<file path="src/rtl/mcu_subsys_pkg.sv">
// Shared types and constants for the MCU subsystem peripheral bridge.
package mcu_subsys_pkg;

    typedef enum logic [1:0] {
        ST_IDLE,
        ST_ACCESS,
        ST_RESP
    } bridge_state_t;

    localparam logic [31:0] PERIPH_BASE_DEFAULT = 32'h0200_0000;
    localparam logic [31:0] ERR_WORD            = 32'hDEAD_BEEF;

    // Slot field value that selects the bridge's own register block
    localparam logic [3:0]  INT_REGION     = 4'hF;

    localparam logic [11:0] OFS_ERR_STATUS = 12'h000;
    localparam logic [11:0] OFS_ERR_ADDR   = 12'h004;
    localparam logic [11:0] OFS_ERR_COUNT  = 12'h008;

endpackage

</file>
<file path="src/rtl/mcu_subsys_periph_bridge_regs.sv">
// Error status / address / count registers of the peripheral bridge.
module mcu_subsys_periph_bridge_regs
    import mcu_subsys_pkg::*;
(
    input  logic        clk,
    input  logic        rst_n,
    input  logic        wr_en,
    input  logic [11:0] offset,
    input  logic [1:0]  wdata,
    input  logic        wstrb0,
    input  logic        ev_timeout,
    input  logic        ev_decode,
    input  logic [31:0] ev_addr,
    output logic [31:0] rdata
);

    logic [1:0]  status;
    logic [31:0] err_addr;
    logic [15:0] count;
    logic [1:0]  status_cleared;

    // Status value left behind by a W1C write
    always_comb begin
        status_cleared = status & ~(wdata & {2{wstrb0}});
    end

    // Sticky flags, first-error address and saturating error counter
    always_ff @(posedge clk or negedge rst_n) begin
        if (!rst_n) begin
            status   <= '0;
            err_addr <= '0;
            count    <= '0;
        end else if (wr_en) begin
            if (offset == OFS_ERR_STATUS) begin
                status <= status_cleared;
                if (status_cleared == 2'b00) begin
                    count <= '0;
                end
            end
        end else if (ev_timeout || ev_decode) begin
            status <= status | {ev_decode, ev_timeout};
            if (status == 2'b00) begin
                err_addr <= ev_addr;
            end
            if (count != 16'hFFFF) begin
                count <= count + 16'd1;
            end
        end
    end

    // Read mux; unmapped offsets read as zero
    always_comb begin
        rdata = '0;
        case (offset)
            OFS_ERR_STATUS: rdata = {30'd0, status};
            OFS_ERR_ADDR:   rdata = err_addr;
            OFS_ERR_COUNT:  rdata = {16'd0, count};
            default:        rdata = '0;
        endcase
    end

endmodule

</file>
<file path="src/rtl/mcu_subsys_periph_bridge.sv">
// CPU-to-peripheral bridge: address decode, access FSM and bus timeout.
module mcu_subsys_periph_bridge
    import mcu_subsys_pkg::*;
#(
    parameter int          NUM_SLOTS      = 4,
    parameter int          TIMEOUT_CYCLES = 256,
    parameter logic [31:0] PERIPH_BASE    = PERIPH_BASE_DEFAULT
) (
    input  logic                    sys_clk,
    input  logic                    rst_n,
    input  logic                    periph_mem_valid,
    output logic                    periph_mem_ready,
    input  logic [31:0]             periph_mem_addr,
    input  logic [31:0]             periph_mem_wdata,
    input  logic [3:0]              periph_mem_wstrb,
    output logic [31:0]             periph_mem_rdata,
    output logic [NUM_SLOTS-1:0]    slv_sel,
    output logic [11:0]             slv_addr,
    output logic [31:0]             slv_wdata,
    output logic [3:0]              slv_wstrb,
    input  logic [NUM_SLOTS-1:0]    slv_ready,
    input  logic [NUM_SLOTS*32-1:0] slv_rdata
);

    localparam logic [15:0] CNT_LAST  = 16'(TIMEOUT_CYCLES - 1);
    localparam logic [4:0]  SLOTS_NUM = 5'(NUM_SLOTS);

    bridge_state_t        state;
    logic [15:0]          cnt;
    logic [31:0]          addr_q;
    logic                 hit_base, is_slot, is_int, is_err;
    logic [NUM_SLOTS-1:0] dec_sel;
    logic                 sel_ready;
    logic [31:0]          sel_rdata;
    logic [31:0]          regs_rdata;
    logic                 accept, int_wr, ev_timeout, ev_decode;
    logic [31:0]          ev_addr;

    // Address decode of the live request
    always_comb begin
        hit_base = (periph_mem_addr[31:16] == PERIPH_BASE[31:16]);
        is_slot  = hit_base && ({1'b0, periph_mem_addr[15:12]} < SLOTS_NUM);
        is_int   = hit_base && (periph_mem_addr[15:12] == INT_REGION);
        is_err   = !is_slot && !is_int;
        dec_sel  = NUM_SLOTS'(1) << periph_mem_addr[15:12];
    end

    // Select only the active slot's ready/rdata; others are masked by slv_sel
    always_comb begin
        sel_ready = |(slv_ready & slv_sel);
        sel_rdata = '0;
        for (int unsigned i = 0; i < NUM_SLOTS; i++) begin
            if (slv_sel[i]) begin
                sel_rdata = sel_rdata | slv_rdata[i*32 +: 32];
            end
        end
    end

    // Error events and internal register write strobe
    always_comb begin
        accept     = (state == ST_IDLE) && periph_mem_valid;
        int_wr     = accept && is_int && (periph_mem_wstrb != 4'b0000);
        ev_decode  = accept && is_err;
        ev_timeout = (state == ST_ACCESS) && !sel_ready && (cnt == CNT_LAST);
        ev_addr    = ev_timeout ? addr_q : periph_mem_addr;
    end

    mcu_subsys_periph_bridge_regs u_regs (
        .clk        (sys_clk),
        .rst_n      (rst_n),
        .wr_en      (int_wr),
        .offset     (periph_mem_addr[11:0]),
        .wdata      (periph_mem_wdata[1:0]),
        .wstrb0     (periph_mem_wstrb[0]),
        .ev_timeout (ev_timeout),
        .ev_decode  (ev_decode),
        .ev_addr    (ev_addr),
        .rdata      (regs_rdata)
    );

    // Access FSM with registered CPU and slave-side outputs
    always_ff @(posedge sys_clk or negedge rst_n) begin
        if (!rst_n) begin
            state            <= ST_IDLE;
            cnt              <= '0;
            addr_q           <= '0;
            periph_mem_ready <= 1'b0;
            periph_mem_rdata <= '0;
            slv_sel          <= '0;
            slv_addr         <= '0;
            slv_wdata        <= '0;
            slv_wstrb        <= '0;
        end else begin
            case (state)
                ST_IDLE: begin
                    periph_mem_ready <= 1'b0;
                    periph_mem_rdata <= '0;
                    if (periph_mem_valid) begin
                        addr_q <= periph_mem_addr;
                        if (is_slot) begin
                            state     <= ST_ACCESS;
                            cnt       <= '0;
                            slv_sel   <= dec_sel;
                            slv_addr  <= periph_mem_addr[11:0];
                            slv_wdata <= periph_mem_wdata;
                            slv_wstrb <= periph_mem_wstrb;
                        end else begin
                            state            <= ST_RESP;
                            periph_mem_ready <= 1'b1;
                            periph_mem_rdata <= is_int ? regs_rdata : ERR_WORD;
                        end
                    end
                end
                ST_ACCESS: begin
                    if (sel_ready || cnt == CNT_LAST) begin
                        state            <= ST_RESP;
                        periph_mem_ready <= 1'b1;
                        periph_mem_rdata <= sel_ready ? sel_rdata : ERR_WORD;
                        cnt              <= '0;
                        slv_sel          <= '0;
                        slv_addr         <= '0;
                        slv_wdata        <= '0;
                        slv_wstrb        <= '0;
                    end else begin
                        cnt <= cnt + 16'd1;
                    end
                end
                ST_RESP: begin
                    state            <= ST_IDLE;
                    periph_mem_ready <= 1'b0;
                    periph_mem_rdata <= '0;
                end
                default: begin
                    state <= ST_IDLE;
                end
            endcase
        end
    end

endmodule

</file>
<file path="config.mk">
export PLATFORM = sky130hd
export DESIGN_NAME = mcu_subsys_periph_bridge
export DESIGN_NICKNAME = d
export VERILOG_FILES = /design/src/rtl/mcu_subsys_pkg.sv /design/src/rtl/mcu_subsys_periph_bridge_regs.sv /design/src/rtl/mcu_subsys_periph_bridge.sv
export SDC_FILE = /design/constraint.sdc
export NUM_CORES = 1
export LEC_CHECK = 0
export BUFFER_PORTS_ARGS = -buffer_cell sky130_fd_sc_hd__buf_2
export CAP_MARGIN = 20
export CORE_ASPECT_RATIO = 1.75
export CORE_MARGIN = 2
export CORE_UTILIZATION = 50
export CTS_CLUSTER_SIZE = 8
export DETAILED_ROUTE_END_ITERATION = 16
export HOLD_SLACK_MARGIN = 0.03
export MAX_ROUTING_LAYER = met4
export PLACE_DENSITY = 0.76
export SLEW_MARGIN = 20
export SYNTH_ARGS = -nofsm -noshare
export SYNTH_HDL_FRONTEND = slang
export SYNTH_SLANG_ARGS = --single-unit
</file>
<file path="constraint.sdc">
create_clock -name sys_clk -period 5.97 [get_ports sys_clk]
set_clock_uncertainty 0.2 [all_clocks]
set_input_delay 0 -clock sys_clk [delete_from_list [all_inputs] [get_ports sys_clk]]
set_output_delay 0 -clock sys_clk [all_outputs]
set_load 0.03 [all_outputs]
</file>
==> results.cfg, run 1 <==
[place]
gpl.final_weighted_congestion = 0.931
hpwlAfterDp_um = 20600
numPortBuffers = 287

[synth]
synth-warning-count = 0
synth_top_area_share_pct = 48.6
yosys-top-cells-count = sky130_fd_sc_hd__nand2_1, sky130_fd_sc_hd__dfrtp_1, sky130_fd_sc_hd__o21ai_0, sky130_fd_sc_hd__a22oi_1, sky130_fd_sc_hd__clkbuf_1
post_synth_num_cell_types = 61
postSynth.topFlopCell = sky130_fd_sc_hd__dfrtp_1
synth_area_leaders = sky130_fd_sc_hd__dfrtp_1, sky130_fd_sc_hd__nand2_1, sky130_fd_sc_hd__o21ai_0
syn-cell-area_sq_um = 9530
synth-seq-area-share_pct = 48.6
synth_most_common_cell = sky130_fd_sc_hd__nand2_1
synthArstFlopShare_pct = 100
synth-edff-count = 0
synth_area_per_cell_sq_um = 8.80
synthesis.nets = 1291
syn_inst = 1083
yosysTopAreaCell = sky130_fd_sc_hd__dfrtp_1
synth_seq_cells = 185

[timing]
max-slew-margin-rel_pct = 30.5
clock.fmax_mhz = 264
worst_slew_pin_slew_ps = 1040
finalSetupViolations = 0
hold_viol_final = 0
holdWs_ps = 57.1
min_period_ps = 3790
final-max-slew-violation-count = 0
final.setup.tns_ps = 0
final_min_period_over_clock_period_pct = 63.6
rsz0062_at_grt = false

[floorplan]
io_pins = 288
floorplan.rows = 66
die_width_um = 108
chipHeight_um = 187
die_area_sq_um = 20200
initial_util_pct = 51.1
core_area_sq_um = 18700

[finish]
multi_input_area_sq_um = 4600
ff_latch_area_sq_um = 4630
ratio_of_cells_with_drive_above_1_in_the_final_layout_pct = 23.1
finish.net_count = 1725
layout.filler_cells = 1313
layout-area-overhead-vs-synth_pct = 42.7

[power_and_ir_drop]
pwr-share-comb_pct = 31.0
peakVddDrop_mv = 0.200
power.internal_mw = 2.58
p_switching_mw = 1.48
power_switching_share_pct = 36.4
leakagePower_nw = 6.41
pwr-share-seq_pct = 42.4
power_density_nw_per_um2 = 298
clock_power_share_pct = 26.6

[job]
cap_viol_max_count = 0

[worst_setup_path]
critical_path.startpoint = periph_mem_addr[24]
crit_required_ps = 6090
kind_of_launch_point_of_the_worst_setup_path = input pin
classification_of_the_worst_setup_path = in -> reg
maximum_fanout_encountered_on_the_critical_timing_path = 7
worstReg2RegStart = slv_sel[2]
worst-endpoint-arrival_ps = 3920
worst_setup_path_end_kind = register
reg2reg_setup_slack_ps = 2370

[global_routing]
remaining_overflow_grt = 0
grt_start_max_net_pins = 74
grt_antenna_before_repair = 2
grt_pass1_vias = 10500
grt_usage_pct = 34.8
grt_pass1_wl_um = 53500

[clock_network]
cts.clk_slew.worst_paths_ps = 70
clk_latency_ps = 430
htreeDepth = 4
clock-sinks = 185
tritoncts = done
root_cell_of_the_clock_tree = sky130_fd_sc_hd__clkbuf_16
postCtsResizedCells = 0
cts_max_path_buffers = 2
number_of_buffers_created_by_cts = 17

[drt]
vias = 10500
drtPass1Iterations = 9
avgRoutedWirePerCell_um = 19.1
routed_wirelength_um = 33800
drc = 0
routed_via_density = 5.92
final_antenna_net_count = 0
detailedRoute.firstIterationViolations = 1222

[min_path]
holdCritPathClass = in -> reg
worst_hold_startpoint = slv_ready[1]

[run_status]
run_status = complete, no violations
[flip-flops by register name, summed over array words and instances, names as in the netlist]
register          cells
addr_q               32
periph_mem_rdata     32
slv_wdata            32
u_regs.err_addr      32
cnt                  16
u_regs.count         16
slv_addr             12
slv_sel               4
slv_wstrb             4
state                 2
u_regs.status         2
periph_mem_ready      1
[power by group through the flow]
stage / clock (mW) / sequential (mW) / combinational, mW
2_1_floorplan: 0 / 1.87 / 0.481
3_5_place_dp: 0 / 1.72 / 1.01
5_1_grt: 1.15 / 1.75 / 1.37
4_1_cts: 1.09 / 1.70 / 1.21
3_3_place_gp: 0 / 1.71 / 0.987
6_report: 1.08 / 1.72 / 1.26
[kinds of logic (layout without fill, tap and decap cells)]
logic type | count (synthesis) | count (layout) | synth area share, %
xor gates and xnor gates | 7 | 7 | 0.643
other | 0 | 2 | 0
adders and majority gates | 5 | 5 | 0.656
buffers and inverters | 84 | 530 | 3.48
AOI/OAI and AO/OA | 318 | 318 | 20.9
DFF | 185 | 185 | 48.6
muxes | 34 | 34 | 3.61
and+or+nand+nor | 450 | 450 | 22.2
[per-stage QoR]
step | setup WS (ps) | area, sq um | total power, mW | util (%) | std cells
2_1_floorplan | 3430 | 9530 | 2.35 | - | 1083
3_3_place_gp | 2300 | 11100 | 2.69 | 59.4 | 1544
3_5_place_dp | 2160 | 11100 | 2.73 | 59.4 | 1544
4_1_cts | 2150 | 13600 | 3.99 | 72.8 | 1767
5_1_grt | 2090 | 13600 | 4.26 | 72.9 | 1769
6_report | 2180 | 13600 | 4.05 | 72.9 | 1769
[routing by layer]
layer  global-route usage (%)  routed length [um]  vias to the layer above
met3                     10.6                3360                      145
met1                     39.8               12400                     4938
met4                     20.2                1940                        0
li1                         -                   -                     4726
met5                        -                   0                        -
met2                     53.7               16100                      657
[worst max-delay path, cell delays in order]
cell	delay (ps)
sky130_fd_sc_hd__dlygate4sd3_1	540
sky130_fd_sc_hd__buf_2	150
sky130_fd_sc_hd__or4b_2	730
sky130_fd_sc_hd__nor4_1	760
sky130_fd_sc_hd__nand3_1	490
sky130_fd_sc_hd__nor4_1	420
sky130_fd_sc_hd__dlygate4sd3_1	610
sky130_fd_sc_hd__nand2_1	50
sky130_fd_sc_hd__a21o_1	170
[cells in the final DEF, fill, tap and decap left out, types with 4 or more instances in the layout]
cell type / instances
sky130_fd_sc_hd__a21oi_1: 37
sky130_fd_sc_hd__a221oi_1: 14
sky130_fd_sc_hd__a22oi_1: 63
sky130_fd_sc_hd__a31oi_1: 34
sky130_fd_sc_hd__and3_1: 9
sky130_fd_sc_hd__buf_2: 286
sky130_fd_sc_hd__buf_4: 14
sky130_fd_sc_hd__clkbuf_16: 17
sky130_fd_sc_hd__dfrtp_1: 184
sky130_fd_sc_hd__dlygate4sd3_1: 191
sky130_fd_sc_hd__ha_1: 5
sky130_fd_sc_hd__inv_1: 6
sky130_fd_sc_hd__inv_6: 4
sky130_fd_sc_hd__inv_8: 4
sky130_fd_sc_hd__mux2i_1: 33
sky130_fd_sc_hd__nand2_1: 253
sky130_fd_sc_hd__nand2b_1: 50
sky130_fd_sc_hd__nand3_1: 25
sky130_fd_sc_hd__nand4_1: 6
sky130_fd_sc_hd__nor2_1: 43
sky130_fd_sc_hd__nor2b_1: 4
sky130_fd_sc_hd__nor3_1: 11
sky130_fd_sc_hd__nor4_1: 8
sky130_fd_sc_hd__o21ai_0: 123
sky130_fd_sc_hd__o22ai_1: 11
sky130_fd_sc_hd__o31ai_1: 7
sky130_fd_sc_hd__or3_1: 5
sky130_fd_sc_hd__or4_1: 8
sky130_fd_sc_hd__xnor2_1: 4
[what timing repair did]
item                      in CTS  in global routing
hold endpoints to repair     230                  0
setup buffers                  0                  0
hold buffers                 192                  0
[area by class of cell]
| cell class | instances | area share (%) |
|---|---|---|
| Antenna cell | 2 | 0.0368 |
| Inverter | 6 | 0.166 |
| Tap cell | 238 | 2.19 |
| Clock buffer | 17 | 3.13 |
| Multi-Input combinational cell | 814 | 33.8 |
| Timing Repair Buffer | 493 | 25.6 |
| Clock inverter | 14 | 0.984 |
| Sequential cell | 185 | 34.0 |
[worst paths after layout]
kind,endpoint,depth (start not counted)
worst min-delay path,cnt[6],5
worst max register to register,periph_mem_rdata[24],7
worst min register to register,slv_wdata[8],2
min in group asynchronous,addr_q[27],4
worst max-delay path,u_regs.status[1],9
max in group asynchronous,addr_q[11],4
Power figures use the tool's default switching activity.
==> inputs of run 2 (changes only) <==
- clock period: 5.97 -> 4 ns (I/O delays scaled with it)
==> results.cfg, run 2 (synthesis results as in run 1) <==
[floorplan]
initial_util_pct = 51.1
die_area_sq_um = 20200
floorplan.rows = 66
die_width_um = 108
core_area_sq_um = 18700
io_pins = 288
chipHeight_um = 187

[place]
numPortBuffers = 287
pre_cts_ws_ps = 1000
gpl.final_weighted_congestion = 0.875
hpwlAfterDp_um = 21200
dp_cells = 1549

[global_routing]
grt_pass1_wl_um = 52700
grt_start_max_net_pins = 95
remaining_overflow_grt = 0
grt_usage_pct = 34.1
grt_antenna_before_repair = 3
grt_pass1_vias = 10600

[clock_network]
clock-sinks = 185
cts_max_path_buffers = 2
clk_latency_ps = 440
number_of_buffers_created_by_cts = 17
cts.clk_slew.worst_paths_ps = 80
htreeDepth = 4
tritoncts = done
root_cell_of_the_clock_tree = sky130_fd_sc_hd__clkbuf_16

[finish]
final_core_utilization_pct = 72.6
final_cells = 1759
layout_common_cells = sky130_fd_sc_hd__buf_2, sky130_fd_sc_hd__nand2_1, sky130_fd_sc_hd__dfrtp_1, sky130_fd_sc_hd__dlygate4sd3_1, sky130_fd_sc_hd__o21ai_0
layout-area-overhead-vs-synth_pct = 42.2
multi_input_area_sq_um = 4590
layout.filler_cells = 1336
ratio_of_cells_with_drive_above_1_in_the_final_layout_pct = 23.5
finish.net_count = 1713
ff_latch_area_sq_um = 4630
most_common_cell_after_layout_fill_and_taps_aside = sky130_fd_sc_hd__buf_2

[worst_setup_path]
worst_setup_path_end_kind = register
r2r_cells = 9
reg2reg_setup_slack_ps = 800
classification_of_the_worst_setup_path = in -> reg
path_buf_inv = 3
maximum_fanout_encountered_on_the_critical_timing_path = 7
crit_required_ps = 4130
crit_path_top_delay_cell = sky130_fd_sc_hd__nor4_1
worst-endpoint-arrival_ps = 3780
kind_of_launch_point_of_the_worst_setup_path = input pin
timing.critical_path.depth = 9
critPathTopFamily = simple AND/OR/NAND/NOR gates
cpPeakStageDelay_ps = 770
critical_path.cell_chain = dlygate4sd3_1, buf_2, or4b_2, nor4_1, nand3_1, nor4_1, dlygate4sd3_1, nand2_1, a21o_1

[drt]
drtPass1Iterations = 6
routed_via_density = 5.82
drc = 0
vias = 10200
final_antenna_net_count = 0
avgRoutedWirePerCell_um = 18.9
detailedRoute.firstIterationViolations = 830
routed_wirelength_um = 33300

[timing]
finalSetupViolations = 0
rsz0062_at_grt = false
max-slew-margin-rel_pct = 36.5
clock.fmax_mhz = 274
final.setup.tns_ps = 0
min_period_ps = 3650
finalWorstSetupSlack_ps = 353
final_min_period_over_clock_period_pct = 91.2
worst_slew_pin_slew_ps = 950
hold_viol_final = 0
final-max-slew-violation-count = 0

[power_and_ir_drop]
pwr-share-comb_pct = 28.7
peakVddDrop_mv = 0.292
p_switching_mw = 2.19
pwr-share-seq_pct = 41.6
power_density_nw_per_um2 = 454
power.internal_mw = 3.97
leakagePower_nw = 6.40
clock_power_share_pct = 29.7
power_switching_share_pct = 35.5

[job]
cap_viol_max_count = 0

[run_status]
run_status = complete, no violations

[min_path]
holdCritPathClass = in -> async
## run 2: layer usage
layer | global-route usage (%) | vias up | share of wire [%]
met1 | 36.9 | 4834 | 36
met2 | 55.6 | 574 | 49
met3 | 7.44 | 142 | 7.9
li1 | - | 4695 | -
met5 | - | - | 0
met4 | 22.0 | 0 | 6.3
## run 2: layout make-up
type	count	share of cell area [%]
well taps	238	2.20
inverters	6	0.166
diodes	3	0.0554
flip-flops and latches	185	34.2
multi-input cells	814	33.9
repair buffers	481	24.8
clock inverters	14	1.48
clock buffers	18	3.24
## run 2: what timing repair did
item                                    4_1_cts  5_1_grt
endpoints found under the setup margin        0        0
gates resized for setup                       0        0
buffers inserted                              0        0
hold buffers                                175        0
hold endpoints to repair                    250        0
## run 2: power by group through the flow
stage,Sequential [mW],Combinational (mW),Clock (mW)
after floorplan,2.79,0.717,0
after global placement,2.56,1.50,0
after detailed placement,2.58,1.53,0
after CTS,2.54,1.72,1.84
after global routing,2.60,1.93,1.93
final,2.56,1.77,1.83
## run 2: worst paths after layout
kind	to	start
hold reg to reg	slv_wdata[22]	slv_wdata[22]
hold / removal	slv_wdata[7]	rst_n
setup reg to reg	periph_mem_rdata[19]	state[1]
max in group asynchronous	periph_mem_rdata[9]	rst_n
min in group sys_clk	cnt[6]	slv_ready[1]
setup / recovery	u_regs.status[1]	periph_mem_addr[24]
## run 2: per-stage QoR
step / cell area, sq um / hold slack (ps) / power [mW]
floorplan: 9530 / -496 / 3.51
global route: 13600 / 80.3 / 6.46
global placement: 11200 / -66.3 / 4.05
CTS: 13500 / 49.4 / 6.11
detailed placement: 11200 / -67.9 / 4.11
finish: 13600 / 4.92 / 6.16
